$ cat src/rtl/rv32i_types.sv
// Shared types for the rv32i pipeline control slice: FSM state and counter width.
package rv32i_types;

    localparam int unsigned PERF_CNT_W = 16;

    typedef enum logic {
        ST_RUN      = 1'b0,
        ST_MEM_WAIT = 1'b1
    } pcu_state_e;

    typedef struct packed {
        logic pc;
        logic if_id;
        logic id_ex;
        logic ex_mem;
        logic mem_wb;
    } stage_load_t;

endpackage

$ cat src/rtl/perf_counter.sv
// Saturating event counter with synchronous clear that takes priority over increment.
module perf_counter #(
    parameter int unsigned W = 16
) (
    input  logic         clk,
    input  logic         rst_n,
    input  logic         clr,
    input  logic         inc,
    output logic [W-1:0] cnt
);

    logic [W-1:0] cnt_q;
    logic [W-1:0] cnt_d;

    always_comb begin
        cnt_d = cnt_q;
        if (clr) begin
            cnt_d = '0;
        end else if (inc && (cnt_q != {W{1'b1}})) begin
            cnt_d = cnt_q + W'(1);
        end
    end

    always_ff @(posedge clk or negedge rst_n) begin
        if (!rst_n) begin
            cnt_q <= '0;
        end else begin
            cnt_q <= cnt_d;
        end
    end

    assign cnt = cnt_q;

endmodule

$ cat src/rtl/pipeline_control_unit.sv
// Five-stage pipeline sequencing: memory stalls, load-use bubbles, branch flushes,
// fetch holding-buffer control and performance counters.
module pipeline_control_unit
    import rv32i_types::*;
(
    input  logic                  clk,
    input  logic                  rst_n,
    input  logic                  stall_EX,
    input  logic                  br_taken,
    input  logic                  imem_resp,
    input  logic                  dmem_req,
    input  logic                  dmem_resp,
    input  logic                  cnt_clr,
    output logic                  imem_read,
    output logic                  load_pc,
    output logic                  load_IF_ID,
    output logic                  load_ID_EX,
    output logic                  load_EX_MEM,
    output logic                  load_MEM_WB,
    output logic                  flush_IF_ID,
    output logic                  flush_ID_EX,
    output logic                  bubble_EX_MEM,
    output logic                  pcmux_redirect,
    output logic                  ir_buf_load,
    output logic                  ir_buf_sel,
    output logic [PERF_CNT_W-1:0] cnt_load_use,
    output logic [PERF_CNT_W-1:0] cnt_mem_stall,
    output logic [PERF_CNT_W-1:0] cnt_flush
);

    pcu_state_e  state_q, state_d;
    logic        i_done_q, i_done_d;
    logic        d_done_q, d_done_d;

    stage_load_t ld;
    logic        fetch_rd;
    logic        flush_if;
    logic        flush_id;
    logic        bubble;
    logic        redirect;
    logic        buf_load;
    logic        buf_sel;
    logic        instr_ok;
    logic        data_ok;
    logic        advance;
    logic        inc_lu;
    logic        inc_ms;
    logic        inc_fl;

    // Next-state and stage-control decode
    always_comb begin
        state_d  = state_q;
        i_done_d = i_done_q;
        d_done_d = d_done_q;
        ld       = '0;
        fetch_rd = 1'b0;
        flush_if = 1'b0;
        flush_id = 1'b0;
        bubble   = 1'b0;
        redirect = 1'b0;
        buf_load = 1'b0;
        buf_sel  = 1'b0;
        instr_ok = 1'b0;
        data_ok  = 1'b0;
        inc_lu   = 1'b0;
        inc_ms   = 1'b0;
        inc_fl   = 1'b0;

        if (state_q == ST_MEM_WAIT) begin
            fetch_rd = ~i_done_q;
            instr_ok = i_done_q | imem_resp;
            data_ok  = d_done_q | dmem_resp;
            buf_load = imem_resp & ~i_done_q;
        end else begin
            fetch_rd = 1'b1;
            instr_ok = imem_resp;
            data_ok  = ~dmem_req | dmem_resp;
            buf_load = imem_resp & ~data_ok;
        end

        advance = instr_ok & data_ok;

        if (!advance) begin
            // Freeze everything; remember which side already completed
            state_d  = ST_MEM_WAIT;
            i_done_d = instr_ok;
            d_done_d = data_ok;
            inc_ms   = 1'b1;
        end else begin
            state_d  = ST_RUN;
            i_done_d = 1'b0;
            d_done_d = 1'b0;
            buf_sel  = (state_q == ST_MEM_WAIT) & i_done_q;
            if (stall_EX) begin
                ld.ex_mem = 1'b1;
                ld.mem_wb = 1'b1;
                bubble    = 1'b1;
                inc_lu    = 1'b1;
            end else if (br_taken) begin
                ld       = '1;
                redirect = 1'b1;
                flush_if = 1'b1;
                flush_id = 1'b1;
                inc_fl   = 1'b1;
            end else begin
                ld = '1;
            end
        end
    end

    always_ff @(posedge clk or negedge rst_n) begin
        if (!rst_n) begin
            state_q  <= ST_RUN;
            i_done_q <= 1'b0;
            d_done_q <= 1'b0;
        end else begin
            state_q  <= state_d;
            i_done_q <= i_done_d;
            d_done_q <= d_done_d;
        end
    end

    // Controls are forced low for the whole reset window, not just at the next edge
    assign imem_read      = rst_n & fetch_rd;
    assign load_pc        = rst_n & ld.pc;
    assign load_IF_ID     = rst_n & ld.if_id;
    assign load_ID_EX     = rst_n & ld.id_ex;
    assign load_EX_MEM    = rst_n & ld.ex_mem;
    assign load_MEM_WB    = rst_n & ld.mem_wb;
    assign flush_IF_ID    = rst_n & flush_if;
    assign flush_ID_EX    = rst_n & flush_id;
    assign bubble_EX_MEM  = rst_n & bubble;
    assign pcmux_redirect = rst_n & redirect;
    assign ir_buf_load    = rst_n & buf_load;
    assign ir_buf_sel     = rst_n & buf_sel;

    perf_counter #(.W(PERF_CNT_W)) u_cnt_load_use (
        .clk   (clk),
        .rst_n (rst_n),
        .clr   (cnt_clr),
        .inc   (inc_lu),
        .cnt   (cnt_load_use)
    );

    perf_counter #(.W(PERF_CNT_W)) u_cnt_mem_stall (
        .clk   (clk),
        .rst_n (rst_n),
        .clr   (cnt_clr),
        .inc   (inc_ms),
        .cnt   (cnt_mem_stall)
    );

    perf_counter #(.W(PERF_CNT_W)) u_cnt_flush (
        .clk   (clk),
        .rst_n (rst_n),
        .clr   (cnt_clr),
        .inc   (inc_fl),
        .cnt   (cnt_flush)
    );

endmodule
$ cat config.mk
export PLATFORM = sky130hd
export DESIGN_NAME = pipeline_control_unit
export DESIGN_NICKNAME = d
export VERILOG_FILES = /design/src/rtl/rv32i_types.sv /design/src/rtl/perf_counter.sv /design/src/rtl/pipeline_control_unit.sv
export SDC_FILE = /design/constraint.sdc
export NUM_CORES = 1
export LEC_CHECK = 0
export BUFFER_PORTS_ARGS = -buffer_cell sky130_fd_sc_hd__clkbuf_2
export CAP_MARGIN = 20
export CORE_ASPECT_RATIO = 0.8
export CORE_UTILIZATION = 40
export CTS_BUF_LIST = sky130_fd_sc_hd__clkbuf_4 sky130_fd_sc_hd__clkbuf_8
export DETAILED_ROUTE_END_ITERATION = 12
export PLACE_DENSITY = 0.65
export SLEW_MARGIN = 20
export SYNTH_ARGS = -nofsm -noshare
export SYNTH_HDL_FRONTEND = slang
export SYNTH_SLANG_ARGS = --single-unit
$ cat constraint.sdc
create_clock -name clk -period 4 [get_ports clk]
set_clock_uncertainty 0.1 [all_clocks]
set_input_delay 0.2 -clock clk [delete_from_list [all_inputs] [get_ports clk]]
set_output_delay 0.2 -clock clk [all_outputs]
set_load 0.005 [all_outputs]
### Word level (Yosys, flattened, before mapping)

Cells that the tools add are included.

| storage, ports and cells | value |
|---|---|
| register bits | 51 |
| input port bits | 8 |
| output and inout bits | 60 |

| operators by class | value |
|---|---|
| add/sub/neg operators | 3 |
| equal/unequal tests | 3 |
| mux-type cells | 21 |
| bitwise gates (word level) | 20 |
| reductions and logical operators | 6 |

Operator list:

| kind | count |
|---|---|
| 16-bit two-way mux | 6 |
| 16-bit by 1-bit adder with 16-bit output, second input constant | 3 |
| 16-bit != test, second input constant | 3 |
| 1-bit bitwise AND | 14 |
| 1-bit two-way mux | 13 |
| 2-bit nonzero test | 3 |
| 5-bit two-way mux | 1 |
| 1-bit logical AND | 3 |
| 3-bit two-way mux | 1 |
| 1-bit NOT | 3 |
| 1-bit OR | 3 |

### Logic depth before layout (Yosys ltp)

Gate-level depths: netlist of run 1.

| depth | value |
|---|---|
| depth after elaboration | 8 |
| mapped depth | 7 |

### By module

From an unflattened synthesis of run 1, not the netlist that was laid out.

| second synthesis, totals | value |
|---|---|
| cell total of the unflattened synthesis | 327 |
| area total of the unflattened synthesis | 3105.5 µm² |

Modules (own cells, without submodules):

| module | instances | cells each | area each (µm²) |
|---|---|---|---|
| perf_counter | 3 | 98 | 942.2 |
| pipeline_control_unit | 1 | 33 | 279.0 |

### Least setup slack after synthesis of run 1

No wires, ideal clock.

| path | value |
|---|---|
| path kind | reg2reg |
| from | register u_cnt_load_use.cnt_q[0], in the netlist u_cnt_load_use.cnt[0] |
| to | register u_cnt_load_use.cnt_q[11], in the netlist u_cnt_load_use.cnt[11] |
| arrival time | 1.825 ns |
| required time | 3.775 ns |
| path slack | 1.950 ns |
| stages on the path, launching flop included | 7 |
| clock period less this slack | 2.050 ns |
| cells stage by stage | dfrtp_1 ha_1 nand4_2 nor4_4 a2111oi_4 nor2b_1 mux2_4 |

| between the ends | value |
|---|---|
| cells in the longest elaborated chain, start to end | 3 |

Ends and longest elaborated chain:

| what | line | source |
|---|---|---|
| start, declared | perf_counter.sv:12 | `logic [W-1:0] cnt_q;` |
| start signal, assigned | perf_counter.sv:28 | `cnt_q <= cnt_d;` |
| 16-bit by 1-bit adder with 16-bit output or 16-bit != test (tied branches) | perf_counter.sv:20, perf_counter.sv:19 |  |
| 16-bit two-way mux or 1-bit logical AND (tied branches) | perf_counter.sv:19 | `end else if (inc && (cnt_q != {W{1'b1}})) begin` |
| 16-bit two-way mux or 2-bit nonzero test (tied branches) | - |  |

Parallel ways exist; a longest one is shown, timed or not. The select of a mux whose other input is x is not followed.
A chain may end at the register's enable or synchronous reset.

### Worst setup path after layout of run 1

| path | value |
|---|---|
| from | register state_q |
| to | output port load_pc |

| between the ends | value |
|---|---|
| cells in the longest elaborated chain, start to end | 4 |

Ends and longest elaborated chain:

| what | line | source |
|---|---|---|
| start, declared | pipeline_control_unit.sv:31 | `pcu_state_e state_q, state_d;` |
| start signal, assigned | pipeline_control_unit.sv:117 | `state_q <= state_d;` |
| 1-bit two-way mux | pipeline_control_unit.sv:69 | `if (state_q == ST_MEM_WAIT) begin` |
| 1-bit bitwise AND * | pipeline_control_unit.sv:81 | `advance = instr_ok & data_ok;` |
| 5-bit two-way mux * | pipeline_control_unit.sv:83 | `if (!advance) begin` |
| 1-bit bitwise AND * | pipeline_control_unit.sv:125 | `assign load_pc = rst_n & ld.pc;` |
| end, declared | pipeline_control_unit.sv:15 | `output logic load_pc,` |

Mark *: on every way between the ends. The rest lies on a longest branch, timed or not.

==> results.md, run 1 <==
- Status: complete, no violations
- Register area: 0.001276 mm²
- I/O pin count: 68
- Area contributors post-synth: dfrtp_1 (43%), xnor2_1 (8.8%), nor2_1 (7.5%)
- Largest net degree at the start of global routing: 54
- Root Driver: clkbuf_8
- Fin nets: 400
- Tcrit/Tclk final: 60.41%
- Final Core Density: 49.41%
- P_leak: 1.503 nW
- Post-synth top area share: 42.57%
- CTS sink cnt: 51
- Post-CTS setup buffers: 0
- P&R area growth vs syn: 16.36%
- Req. time, crit path: 3700 ps
- Layout fillers: 685
- Metal3 WL: 340 µm
- Worst path max stage delay: 470 ps
- EDFF count, synth: 0
- F_max: 0.4138 GHz
- Total gr overflow: 0
- Final setup vio count: 0
- Met2 Wirelength: 3.067 mm
- Max-Cap Viols: 0
- Vias/cell: 5.468
- Routed length per instance: 14.85 µm
- Final Hold Fails: 0
- Vert. Die Dim: 79.43 µm
- Setup Total Neg Slack: 0 ps
- CP endpoint kind: primary output
- Slew Limit Headroom: 37.21%
- Rows: 27
- DR iter-0 viols: 141
- Worst-margin pin slew: 940.3 ps
- RSZ-0062 raised after global routing: no
- Top sig layer: met4
- Initial Util: 42.46%
- H-tree depth: 2
- Total nets after synthesis: 338
- Core ar.: 0.007061 mm²
- TritonCTS clock tree: yes
- Kind of critical path: reg -> out
- Prevailing post-synth register cell: dfrtp_1
- Vias in the first global route: 2,440
- Final ANT Viol Nets: 0
- Total Wirelength: 7.083 mm
- Die X-Extent: 98.79 µm
- Clock latency on the worst-skew pair: 310 ps
- Synth unique cells: 48
- Ys async rst share: 100.0%
- Ratio of cells with drive above 1 in the final layout: 24.10%
- Worst-path cell chain: or2_2 -> a31oi_2 -> nand2_1 -> nor2_1 -> clkbuf_2
- Register area share after synthesis: 42.57%
- IO buf count: 67
- Critical-path top delay cell: dfrtp_1
- Worst hold-check path type: in -> reg
- Inserted Diodes: 0
- CTS buffer count: 5
- Gr usage total: 19.35%
- Worst-path clk slew: 90 ps
- Mean Syn Cell Area: 9.168 µm²
- Final max-slew violation count: 0
- Dpl hpwl: 5.049 mm
- Mapped Cells: 327
- Area occupied by multi-input gates: 0.001617 mm²
- Routability cong.: 0.8155
- Post-synth design cell area: 0.002998 mm²
- Pre-Repair DR Iteration Count: 4
- Met1 WL: 3.612 mm
- CTS Buffer Depth: 2
- Maximum VDD drop: 0.0001415 V
- Die area: 0.007847 mm²
- Hold_ws: 27.93 ps
- Minimum clock period: 2417 ps
- Critical path fanouts, max: 10
- Synthesis-stage register bit count: 51
- Crit start category: register
- First-pass GRT wire length: 12.00 mm
- Vias: 2,608
- Worst path arrival time: 2120 ps
- Initial antenna violation count: 0
- Cell taking the most area after synthesis: dfrtp_1
- Power Density: 271.3 mW/mm²
- DRC Markers: 0
- Synth warn: 0
[final timing paths]
kind                                              from                endpoint  slack (ps)  cells after the start
worst min register to register  u_cnt_mem_stall.cnt[5]  u_cnt_mem_stall.cnt[5]         480                      2
worst max register to register                 state_q  u_cnt_load_use.cnt[11]        1680                      5
worst min-delay path                         imem_resp                d_done_q          30                      2
min in group asynchronous                        rst_n      u_cnt_flush.cnt[8]         350                      2
max in group asynchronous                        rst_n  u_cnt_load_use.cnt[13]        2610                      3
worst max-delay path                           state_q                 load_pc        1580                      5
[synth_stat cells (3+ instances only)]
cell and instances:
a211oi_1 5, and2_1 4, nor4_1 8, buf_4 5, nand4_1 15, a21oi_1 11, nand3_1 20, xor2_1 4
nand2_1 20, and3_1 7, nor3_1 12, ha_1 3, dfrtp_1 51, and4_1 5, inv_1 8, xnor2_1 30
nor2_1 60, nor2b_1 7, clkbuf_1 8, buf_2 3, o21ai_0 4
[cell usage in the layout, fill, tap and decap left out, drive strengths merged, types with 4 or more instances in the layout]
cell / count
nand3: 20
buf: 4
xnor2: 30
a21oi: 11
nand2: 20
and4: 5
nor3: 12
clkbuf: 72
a2111oi: 4
xor2: 4
nor2b: 7
mux2: 4
o21ai: 4
inv: 8
a211oi: 5
nor4: 10
nor2: 60
dfrtp: 51
and3: 7
nand4: 16
and2: 4
[metal layers]
metal / up-vias / track usage, %
li1: 1290 / -
met1: 1250 / 26.92
met2: 63 / 30.63
met3: 5 / 4.028
met4: 0 / 5.224
met5: - / 0
[cells by family after synthesis]
logic type	after synthesis	share of synthesized area [%]
AOI/OAI and AO/OA	37	10.10
xor gates and xnor gates	34	9.933
adders and majority gates	3	1.252
buffers and inverters	24	3.756
DFF	51	42.57
muxes	6	2.295
and+or+nand+nor	172	30.09
[metrics by stage]
| step | power [mW] | std cells | area, µm² | worst slack, ps |
|---|---|---|---|---|
| 3_5_place_dp | 0.6488 | 468 | 3390 | 1702 |
| 4_1_cts | 0.9606 | 477 | 3488 | 1523 |
| 6_report | 0.9463 | 477 | 3488 | 1583 |
| 3_3_place_gp | 0.6454 | 468 | 3390 | 1772 |
| 2_1_floorplan | 0.6053 | 327 | 2998 | 1950 |
| 5_1_grt | 0.9933 | 477 | 3488 | 1338 |
[critical path, delay by kind of cell, from the launching register on]
kind                   cells  cell delay, ps
and+or+nand+nor            3             730
buffers and inverters      1             140
DFF                        1             470
AOI/OAI and AO/OA          1             470
[registers in the layout, indices dropped and copies added, names as in the netlist]
register,count
state_q,1
u_cnt_load_use.cnt,16
u_cnt_flush.cnt,16
i_done_q,1
d_done_q,1
u_cnt_mem_stall.cnt,16
[layout make-up]
| class | instances | area share (%) |
|---|---|---|
| well taps | 87 | 3.121 |
| clock inverters | 2 | 0.3587 |
| flip-flops and latches | 51 | 36.59 |
| repair buffers | 71 | 10.55 |
| inverters | 8 | 0.8608 |
| clock buffers | 6 | 2.188 |
| multi-input cells | 252 | 46.34 |
[what timing repair did]
action,4_1_cts,5_1_grt
resized for setup,0,0
hold buffers,1,0
endpoints found under the hold margin,21,0
[power by group]
| part | internal (mW) | switching, mW |
|---|---|---|
| combinational | 0.0340 | 0.0651 |
| sequential | 0.525 | 0.0141 |
| clock | 0.130 | 0.179 |
| total | 0.688 | 0.258 |
Note: power is estimated with default switching activity, not from simulation.
==> run 2: changes to the inputs <==
Clock period 4 ns to 2.39 ns, I/O delays scaled along.
==> run 2 against run 1 <==
Compared with the run above: first-iteration DRC count rose by 20%; via count rose by 0.88%; worst hold slack improved by 110 ps; critical path type unchanged; cell area rose by 3.9%; clock-buffer cell count did not move; non-clock buffer count rose by 10; register-to-register slack got worse by 1400 ps.
==> results.md, run 2 (synthesis results as in run 1) <==
- Status: complete, no violations
- Die X-Extent: 98.79 µm (unchanged)
- Vert. Die Dim: 79.43 µm (unchanged)
- H-tree depth: 2 (unchanged)
- Maximum VDD drop: 0.0002391 V (+69%)
- TritonCTS clock tree: yes
- Core ar.: 0.007061 mm² (unchanged)
- Final setup vio count: 0 (unchanged)
- Inserted Diodes: 0 (unchanged)
- Dpl hpwl: 5.102 mm (+1.1%)
- Pwr Total: 1.798 mW (+90%)
- Worst-margin pin slew: 680.6 ps (-259.7 ps)
- Worst-path clk slew: 90 ps (about the same)
- Total Wirelength: 6.912 mm (-2.4%)
- Kind of critical path: reg -> out
- GR peak layer: met2
- Worst path arrival time: 1920 ps (-200 ps)
- Worst hold-check path type: in -> async
- Crit start category: register
- Reg2reg start: u_cnt_load_use.cnt[0]
- Root Driver: clkbuf_8
- Commonest non-fill, non-tap cell in the layout: clkbuf_2
- Worst reg-to-reg path cell count: 7 (+2)
- Initial antenna violation count: 0 (unchanged)
- Req. time, crit path: 2170 ps (-1530 ps)
- First-pass GRT wire length: 11.59 mm (-3.5%)
- Critical path fanouts, max: 10 (unchanged)
- GRT met3 Usage: 4.028% (unchanged)
- DR iter-0 viols: 169 (+20%)
- Rows: 27 (unchanged)
- Fin nets: 410 (+2.5%)
- Largest net degree at the start of global routing: 34 (-37%)
- Power Density: 496.1 mW/mm² (+83%)
- Vias in the first global route: 2,332 (-4.4%)
- Met2 Track Usage GR: 27.90% (-2.7 points)
- Die area: 0.007847 mm² (unchanged)
- P&R area growth vs syn: 20.91%
- Total gr overflow: 0 (unchanged)
- Max-Cap Viols: 0 (unchanged)
- Pre-Repair DR Iteration Count: 5 (+1)
- Post-placement cell count: 476 (+1.7%)
- Hold_ws: 135.0 ps (+107.1 ps)
- Non-filler instance count after layout: 487 (+2.1%)
- CTS sink cnt: 51 (unchanged)
- Layout fillers: 677 (-1.2%)
- P_leak: 1.577 nW (+4.9%)
- Clock latency on the worst-skew pair: 300 ps (about the same)
- Minimum clock period: 2139 ps
- Tcrit/Tclk final: 89.52%
- F_max: 0.4674 GHz
- Reg2Reg Setup Slack: 300 ps (-1380 ps)
- I/O pin count: 68 (unchanged)
- CTS Buffer Depth: 2 (unchanged)
- Ratio of cells with drive above 1 in the final layout: 25.50% (+1.4 points)
- Slew Limit Headroom: 54.63% (+17 points)
- CP endpoint kind: primary output
- Routed length per instance: 14.19 µm (-4.4%)
- RSZ-0062 raised after global routing: no
- Final max-slew violation count: 0 (unchanged)
- CTS buffer count: 5 (unchanged)
- FF-to-FF End: u_cnt_load_use.cnt[9]
- Post-CTS setup buffers: 0 (unchanged)
- Final Hold Fails: 0 (unchanged)
- Final ANT Viol Nets: 0 (unchanged)
- Routability cong.: 0.8314 (+1.9%)
- Setup Total Neg Slack: 0 ps (unchanged)
- Grt met1 use: 27.17% (+0.25 points)
- Commonest cells after routing, fill and taps aside: clkbuf_2 (67), nor2_1 (60), dfrtp_1 (51)
- Gr usage total: 18.53% (-0.82 points)
- Vias: 2,631 (+0.88%)
- Vias/cell: 5.402 (-1.2%)
- IO buf count: 67 (unchanged)
- Initial Util: 42.46% (unchanged)
- DRC Markers: 0 (unchanged)
run 2: power breakdown:
group / internal (mW) / switching [mW] / total [mW] / leakage, nW
Combinational: 0.0661 / 0.110 / 0.176 / 0.803
Sequential: 0.878 / 0.0226 / 0.900 / 0.705
Clock: 0.430 / 0.292 / 0.722 / 0.0688
run 2: timing repair:
| item | CTS | global route |
|---|---|---|
| hold endpoints to repair | 42 | 0 |
| gates resized for setup | 0 | 1 |
| hold buffers | 3 | 0 |
| endpoints found under the setup margin | 0 | 3 |
run 2: metal layers:
| metal | wire (µm) | up-vias |
|---|---|---|
| li1 | - | 1309 |
| met1 | 3578 | 1241 |
| met2 | 2922 | 76 |
| met3 | 370 | 5 |
| met4 | 40 | 0 |
| met5 | 0 | - |
run 2: worst max-delay path, cell delays in order, from the launching register on:
cell and delay (ps):
dfrtp_1 470, or2_2 380, a31oi_4 310, nand2_1 150, nor2_1 170, clkbuf_2 140
run 2: worst max-delay path by stage:
stage	startpoint	endpoint	slack, ps	depth (start not counted)
after floorplan	u_cnt_load_use.cnt[0]	u_cnt_load_use.cnt[11]	340	6
after global placement	u_cnt_load_use.cnt[0]	u_cnt_load_use.cnt[9]	380	7
after detailed placement	u_cnt_load_use.cnt[0]	u_cnt_load_use.cnt[9]	300	7
after CTS	state_q	load_IF_ID	70	5
after global routing	state_q	load_IF_ID	100	5
final	state_q	load_IF_ID	250	5
run 2: per-stage QoR:
stage / worst slack (ps) / cell area [µm²] / utilization (%)
floorplan: 339.8 / 2998 / -
CTS: 66.27 / 3616 / 51.21
global route: 102.5 / 3625 / 51.34
detailed placement: 304.5 / 3450 / 48.86
global placement: 384.1 / 3450 / 48.86
finish: 250.5 / 3625 / 51.34
run 2: area by class of cell:
cell class | count | area, µm² | area share (%)
flip-flops and latches | 51 | 1276 | 35.21
repair buffers | 81 | 447.9 | 12.36
multi-input cells | 252 | 1625 | 44.84
clock inverters | 2 | 60.06 | 1.657
clock buffers | 6 | 76.32 | 2.106
well taps | 87 | 108.9 | 3.003
inverters | 8 | 30.03 | 0.8284
